$ cat config.mk
export PLATFORM = sky130hd
export DESIGN_NAME = seq_decoder
export DESIGN_NICKNAME = d
export VERILOG_FILES = /design/src/rtl/seq_decoder_pkg.sv /design/src/rtl/seq_decoder_decode_core.sv /design/src/rtl/seq_decoder.sv
export SDC_FILE = /design/constraint.sdc
export NUM_CORES = 1
export LEC_CHECK = 0
export ABC_CLOCK_PERIOD_IN_PS = 4800
export CORE_MARGIN = 2
export CORE_UTILIZATION = 48
export CTS_CLUSTER_DIAMETER = 50
export DETAILED_ROUTE_END_ITERATION = 8
export PLACE_DENSITY_LB_ADDON = 0.12
export SLEW_MARGIN = 10
export SYNTH_ARGS = -nofsm -noshare
export SYNTH_HDL_FRONTEND = slang
export SYNTH_HIERARCHICAL = 1
export SYNTH_SLANG_ARGS = --single-unit
export TNS_END_PERCENT = 10
$ cat constraint.sdc
create_clock -name clk -period 4.8 [get_ports clk]
set_clock_uncertainty 0.05 [all_clocks]
set_input_delay 1.2 -clock clk [delete_from_list [all_inputs] [get_ports clk]]
set_output_delay 1.2 -clock clk [all_outputs]
set_load 0.005 [all_outputs]
$ cat src/rtl/seq_decoder_pkg.sv
// Shared definitions for the sequenced decoder.
// Mode encodings and output-width helper.
package seq_decoder_pkg;

  typedef enum logic [1:0] {
    MODE_ONEHOT = 2'b00,
    MODE_THERMO = 2'b01,
    MODE_SCAN   = 2'b10,
    MODE_LOAD   = 2'b11
  } mode_t;

  function automatic int outs_of(input int width);
    return 1 << width;
  endfunction

endpackage

$ cat src/rtl/seq_decoder_decode_core.sv
// Combinational one-hot / thermometer decoder.
// thermo=1 sets bits [index:0], else only bit index.
module decode_core #(
  parameter  int WIDTH = 3,
  localparam int OUTS  = 2**WIDTH
) (
  input  logic [WIDTH-1:0] index,
  input  logic             thermo,
  output logic [OUTS-1:0]  bits
);

  always_comb begin
    bits = '0;
    for (int i = 0; i < OUTS; i++) begin
      if (thermo) begin
        bits[i] = (i <= int'(index));
      end else begin
        bits[i] = (i == int'(index));
      end
    end
  end

endmodule

$ cat src/rtl/seq_decoder.sv
// Handshaked decoder with scan counter.
// One-deep output register; drain and refill in one cycle.
module seq_decoder
  import seq_decoder_pkg::*;
#(
  parameter  int WIDTH = 3,
  localparam int OUTS  = outs_of(WIDTH)
) (
  input  logic             clk,
  input  logic             rst,
  input  logic [WIDTH-1:0] sel,
  input  logic [1:0]       mode,
  input  logic             in_valid,
  output logic             in_ready,
  output logic [OUTS-1:0]  x,
  output logic             out_valid,
  input  logic             out_ready,
  output logic             scan_wrap
);

  localparam logic [WIDTH-1:0] CNT_MAX = '1;

  logic [WIDTH-1:0] cnt;
  logic [WIDTH-1:0] cnt_d;
  logic [OUTS-1:0]  x_d;
  logic             ov_d;
  logic             wrap_d;
  logic [WIDTH-1:0] index;
  logic [OUTS-1:0]  bits;
  logic             accept;
  logic             is_scan;
  logic             is_load;
  logic             is_thermo;
  mode_t            m;

  assign m         = mode_t'(mode);
  assign is_scan   = (m == MODE_SCAN);
  assign is_load   = (m == MODE_LOAD);
  assign is_thermo = (m == MODE_THERMO);

  assign in_ready = !out_valid || out_ready;
  assign accept   = in_valid && in_ready;
  assign index    = is_scan ? cnt : sel;

  decode_core #(
    .WIDTH(WIDTH)
  ) u_core (
    .index (index),
    .thermo(is_thermo),
    .bits  (bits)
  );

  // A drain clears valid unless a new result lands in the same cycle.
  always_comb begin
    x_d    = x;
    ov_d   = out_valid;
    wrap_d = scan_wrap;
    cnt_d  = cnt;
    if (out_ready) begin
      ov_d = 1'b0;
    end
    if (accept) begin
      unique case (1'b1)
        is_load: begin
          cnt_d = sel;
        end
        is_scan: begin
          cnt_d  = cnt + 1'b1;
          x_d    = bits;
          ov_d   = 1'b1;
          wrap_d = (cnt == CNT_MAX);
        end
        default: begin
          x_d    = bits;
          ov_d   = 1'b1;
          wrap_d = 1'b0;
        end
      endcase
    end
  end

  always_ff @(posedge clk) begin
    if (rst) begin
      x         <= '0;
      out_valid <= 1'b0;
      scan_wrap <= 1'b0;
      cnt       <= '0;
    end else begin
      x         <= x_d;
      out_valid <= ov_d;
      scan_wrap <= wrap_d;
      cnt       <= cnt_d;
    end
  end

endmodule

=== Yosys cells after proc, flatten, opt, wreduce, memory -nomap -nowiden ===
Index checks and enable logic that the tools add are counted.

* Magnitude comparators: 7
* Reductions and logical operators: 7
* $add $sub $neg: 1
* Equal/unequal tests: 11
* Muxes and demuxes: 14
* Bitwise operators: 1

{| class="wikitable"
|+ Operators with widths
! kind !! number
|-
| == test 3 bit (first input constant) || 4
|-
| less-or-equal comparator 3 bit (first input constant) || 4
|-
| 2-to-1 mux 1 bit || 11
|-
| == test 2 x 3 -> 1 bit (first input constant) || 2
|-
| less-or-equal comparator 2 x 3 -> 1 bit (first input constant) || 2
|-
| case mux 3 bit (2 select lines) || 1
|-
| == test 2 bit (second input constant) || 2
|-
| AND reduction 2 bit || 2
|-
| adder 3 x 1 -> 3 bit (second input constant) || 1
|-
| == test 1 x 3 -> 1 bit (first input constant) || 1
|-
| == test 3 bit (second input constant) || 1
|-
| less-or-equal comparator 1 x 3 -> 1 bit (first input constant) || 1
|-
| logical NOT 3 bit || 1
|-
| 2-to-1 mux 3 bit || 1
|-
| == test 2 x 1 -> 1 bit (second input constant) || 1
|-
| case mux 1 bit (2 select lines) || 1
|-
| nonzero test 2 bit || 1
|-
| logical AND 1 bit || 1
|-
| logical NOT 1 bit || 1
|-
| logical OR 1 bit || 1
|-
| NOT 1 bit || 1
|}

* Bits in registers: 13
* Input bits: 9
* Output and inout port bits: 11
* Word-level logic and storage cells: 45

=== Logic depth before layout (Yosys ltp) ===
Gate-level depths: netlist of run 1.

* Depth in word-level cells: 4
* Mapped depth: 9
* Depth with buffers taken out: 7

=== By module ===
Netlist of run 1, hierarchy kept.

{| class="wikitable"
|+ By module, submodules not included
! module !! area an instance (sq um) !! instances !! cells each !! sequential area each (sq um)
|-
| seq_decoder || 695.7 || 1 || 77 || 260.2
|-
| decode_core || 131.4 || 1 || 18 || 0.0
|}

=== Worst setup path after synthesis of run 1 ===
No wires, ideal clock.

* Kind: input to output
* From: in out_ready
* To: out in_ready
* Buffers on the path: 1
* Cell stages on the path: 2
* Data required time: 3550 ps
* Arrival time: 1438 ps
* Setup slack: 2112 ps
* Cell sequence: nand2b_4 buf_6

* Word-level cells in the longest chain between the ends: 1

{| class="wikitable"
|+ Ends and longest elaborated chain
! what !! RTL line !! RTL
|-
| start: declaration || seq_decoder.sv:17 || <nowiki>input logic out_ready,</nowiki>
|-
| logical OR 1 bit || seq_decoder.sv:41 || <nowiki>assign in_ready = !out_valid || out_ready;</nowiki>
|-
| end: declaration || seq_decoder.sv:14 || <nowiki>output logic in_ready,</nowiki>
|}

Every way passes these cells.

=== Worst setup path in the final report of run 1 ===
Ends and elaborated chain as after synthesis.

==> impl_metrics.toml, run 1 <==
[synthesis]
synthTopCellsByArea = "dfxtp_1 31%, nand2b_1 13%, mux2i_1 11%"
synth_xor_area_frac = 0
ys.flop_type = "dfxtp_1"
synth_area_um2 = 827
netlist.area_leader.share = 0.315
synth-seq-cells = 13
synth_seq_area_share = 0.315
syn_nets = 106
synth_cells = 95
yosysUniqueCellTypes = 31
synthAdderAreaFrac = 0.0303
synth_top_area_cell = "dfxtp_1"
avgSynthCellArea_um2 = 8.71
synth_compound_area_frac = 0.118
synth_mux_area_frac = 0.127
synth_edf_count = 0
async_flop_share = 0
synth_top_family_by_area = "simple AND/OR/NAND/NOR gates"
yosys.area_share.simple = 0.328
yosysWarnings = 6

[cells_and_area]
n_antenna_cell = 0
mostFrequentLayoutCell = "clkdlybuf4s50_1"
drive_gt1_frac = 0.0901
num-nets-final = 123
area_growth_pct = 21.3
ff_latch_area_um2 = 260
multi_input_area_um2 = 499
final_core_util = 0.644
layout_common_cells = "19 x clkdlybuf4s50_1, 17 x nand2b_1, 14 x nand2_1"
fillers = 146

[place]
place.gp.congestion = 0.798
hpwl_mm = 1.03
place.port_buffers = 19

[sta]
fmax_mhz = 280
tightest_slew_ns = 0.733
rsz0062_at_grt = "no"
layout_min_cycle_time_ns = 3.57
relSlewSlack = 0.506
hold_viol_final = 0
setup_viol = 0
period_share = 0.744
slew_viol_final = 0
tns_ns = 0

[floorplanning]
die-area_mm2 = 0.00207
start_util = 0.530
io_pins = 20
rows = 14
dieHeight_um = 45.5
core_region_area_mm2 = 0.00156
die_w_um = 45.5

[routing]
drt_wl_total_mm = 1.45
wire_per_inst_um = 11.4
remaining_drc_errors = 0
firstDrtPassIters = 4
ant_nets = 0
drt-vias-per-instance = 5.42
dr_total_vias = 688
first_iter_violations = 20

[setup_path]
critical_path.max_fanout = 9
arrival_ns = 2.32
r2r_end = "x[2]"
cp-start-kind = "primary input"
r2r_cells = 6
endpoint_kind = "output port"
rrSetupSlack_ns = 3.38
critical_path_class = "primary input to output port"
reg2reg_from = "cnt[0]"
worstPathRequired_ns = 3.55

[cts]
cts_resized = 0
cts_buffers = 3
h-tree-depth = 1
clk_pin_slew_ns = 0.08
hold_buffers = 0
cts_tree = "built"
cts_buffer_depth = 2
cts_root_buf = "clkbuf_4"
clk_latency_ns = 0.27
post-cts-setup-buffers = 0
clock_sinks = 13

[power]
power_frac_comb = 0.226
power_mw = 0.240
pwr-share-seq = 0.486
power.density_mw_per_mm2 = 239
power.switching_mw = 0.0653
netSwitchingFraction = 0.272
p_leak_nw = 0.394
pwr-share-clk = 0.288
vdd_drop_max_mv = 0.143
internal-power_mw = 0.175

[global_route]
overflow = 0
grt_pass1_wl_mm = 2.34
antenna_found_initial = 0
grt_max_degree = 24
track_usage = 0.156
first_global_vias = 590

[hold_path]
hp-class = "flop to flop"
hp-start = "scan_wrap"
holdPathStages = 2
min_to = "scan_wrap"

[run_status]
status = "completed"

[job]
drv_cap = 0
-- metrics by stage --
step / std cells / area, um^2 / hold slack (ns) / setup slack, ns
floorplan: 95 / 827 / 0.408 / 2.11
global placement: 123 / 977 / 0.406 / 1.24
detailed placement: 123 / 977 / 0.410 / 1.23
CTS: 127 / 1000 / 0.424 / 1.22
global route: 127 / 1000 / 0.455 / 1.20
finish: 127 / 1000 / 0.421 / 1.23
-- area by class of cell --
type | count | share of cell area
sequential | 13 | 0.259
tap | 16 | 0.0200
inverter | 2 | 0.00748
timing repair buffer | 19 | 0.190
multi-input combinational | 73 | 0.498
clock buffer | 4 | 0.0262
-- power by group through the flow --
stage | combinational (mW) | sequential, mW | clock, mW
2_1_floorplan | 0.0388 | 0.119 | 0
3_3_place_gp | 0.0536 | 0.119 | 0
3_5_place_dp | 0.0544 | 0.119 | 0
4_1_cts | 0.0546 | 0.117 | 0.0720
5_1_grt | 0.0599 | 0.117 | 0.0743
6_report | 0.0542 | 0.117 | 0.0690
-- critical path, stage by stage --
cell and delay (ns):
clkdlybuf4s50_1 0.45, nand2b_4 0.16, clkdlybuf4s50_1 0.51
-- kinds of logic after synthesis --
logic type | Yosys count
buf+inv | 9
flops | 13
compound gates | 14
fa+ha+maj | 2
mux | 10
simple gates | 47
-- worst max path at each step --
stage | slack (ns) | start | end
finish | 1.23 | out_ready | in_ready
global route | 1.20 | out_ready | in_ready
CTS | 1.22 | out_ready | in_ready
detailed placement | 1.23 | out_ready | in_ready
global placement | 1.24 | out_ready | in_ready
floorplan | 2.11 | out_ready | in_ready
-- routing by layer --
metal,wire (um),GRT usage,up-vias
li1,-,-,353
met1,691,0.190,311
met2,674,0.256,22
met3,68,0.0357,2
met4,18,0.0706,0
met5,0,0,-
-- sequential cells by signal (all words and copies together), names as in the netlist --
signal     cells
out_valid      1
x              8
scan_wrap      1
cnt            3
-- synthesized netlist by cell type, types with 2 or more instances --
library cell / instances
nand2b_1: 17
clkbuf_1: 2
a21oi_1: 2
o21ai_0: 2
nor2_1: 2
inv_1: 2
nand2_1: 14
ha_1: 2
mux2i_1: 9
and3_2: 2
nor2b_1: 4
a31oi_1: 2
a311oi_1: 2
buf_6: 4
dfxtp_1: 13
No activity file was read; power rests on OpenSTA's default activity.
==> run 2, diff against run 1 <==
Settings changed: ABC_CLOCK_PERIOD_IN_PS 4800 to 3310.
Clock period 4.8 ns to 3.31 ns, I/O delays scaled along.
==> run 2 against run 1 <==
Clock power rose by 38%; sequential cell count is the same; cell count did not move; register-to-register slack got worse by 1.5 ns; sequential share of layout area unchanged; critical path type unchanged; largest cell class unchanged.
==> impl_metrics.toml, run 2 (synthesis gave the netlist of run 1 again) <==
[sta]
layout_min_cycle_time_ns = 2.83
setup_ws_ns = 0.478
fmax_mhz = 353
tightest_slew_ns = 0.741
slew_viol_final = 0
holdWs_ns = 0.413
relSlewSlack = 0.501
tns_ns = 0
period_share = 0.856
setup_viol = 0
hold_viol_final = 0
rsz0062_at_grt = "no"

[cells_and_area]
largest_reg_flops = 8
n_antenna_cell = 0
largest-register = "x"
fillers = 152
ff_latch_area_um2 = 260
multi_input_area_um2 = 499
drive_gt1_frac = 0.0901
layout_common_cells = "19 x clkdlybuf4s50_1, 17 x nand2b_1, 14 x nand2_1"
area_growth_pct = 21.3
final_cell_area_mm2 = 0.00100
mostFrequentLayoutCell = "clkdlybuf4s50_1"
reg_top3 = "x: 8 flops, cnt: 3 flops"
num-nets-final = 123

[routing]
drt-vias-per-instance = 5.60
ant_nets = 0
firstDrtPassIters = 4
wire_per_inst_um = 12.3
drt_wl_total_mm = 1.57
first_iter_violations = 25
remaining_drc_errors = 0
dr_total_vias = 711

[power]
vdd_drop_max_mv = 0.209
power.density_mw_per_mm2 = 343
power_mw = 0.344
p_leak_nw = 0.394

[setup_path]
endpoint_kind = "output port"
arrival_ns = 1.95
cp-start-kind = "primary input"
critical_path_class = "primary input to output port"
critical_path.max_fanout = 9
worstPathRequired_ns = 2.43

[cts]
post-cts-setup-buffers = 0
clock_sinks = 13
clk_latency_ns = 0.27
cts_tree = "built"
clk_pin_slew_ns = 0.07
cts_buffers = 3
h-tree-depth = 1
cts_resized = 0
hold_buffers = 0
cts_root_buf = "clkbuf_4"
cts_buffer_depth = 2

[global_route]
overflow = 0
first_global_vias = 644
grtUsageMet2 = 0.310
antenna_found_initial = 0
use_met1 = 0.209
met3_usage = 0.0357
grt_busiest_layer = "met2"
grt_max_degree = 24
track_usage = 0.182
grt_pass1_wl_mm = 2.69

[floorplanning]
die_w_um = 45.5
rows = 14
dieHeight_um = 45.5
io_pins = 20
start_util = 0.530
die-area_mm2 = 0.00207
core_region_area_mm2 = 0.00156

[place]
place.gp.congestion = 0.833
dp_slack_ns = 0.356
place.port_buffers = 19
hpwl_mm = 1.15
dpl_cell_area_um2 = 977

[job]
drv_cap = 0

[run_status]
status = "completed"

[hold_path]
hp-class = "flop to flop"
[run 2: cell counts in the layout (fill, tap and decap cells not counted)]
Identical to the previous run, type by type.
[run 2: routing by layer]
layer,vias up,wire [um]
li1,356,-
met1,328,676
met2,25,810
met3,2,65
met4,0,15
met5,-,0
[run 2: path summary, 6_finish.rpt]
| check | to | slack (ns) | start | depth (start not counted) |
|---|---|---|---|---|
| setup / recovery | in_ready | 0.48 | out_ready | 3 |
| hold / removal | scan_wrap | 0.41 | scan_wrap | 2 |
| setup reg to reg | x[2] | 1.89 | cnt[0] | 6 |
| hold reg to reg | scan_wrap | 0.41 | scan_wrap | 2 |
[run 2: critical path: stages]
cell	delay, ns
clkdlybuf4s50_1	0.45
nand2b_4	0.16
clkdlybuf4s50_1	0.51
[run 2: cell type report]
type / count / share of cell area
clock buffer: 4 / 0.0262
inverter: 2 / 0.00748
multi-input combinational: 73 / 0.498
sequential: 13 / 0.259
tap: 16 / 0.0200
timing repair buffer: 19 / 0.190
[run 2: report_power, final]
part           switching (mW)  total (mW)  internal, mW  leakage (nW)
sequential            0.00544       0.169         0.164         0.106
combinational          0.0367      0.0793        0.0426         0.273
clock                  0.0484      0.0950        0.0467        0.0150
total                  0.0905       0.344         0.253         0.394
[run 2: per-stage QoR]
step | std cells | utilization
final | 127 | 0.644
after global routing | 127 | 0.644
after CTS | 127 | 0.644
after detailed placement | 123 | 0.627
after global placement | 123 | 0.627
after floorplan | 95 | -
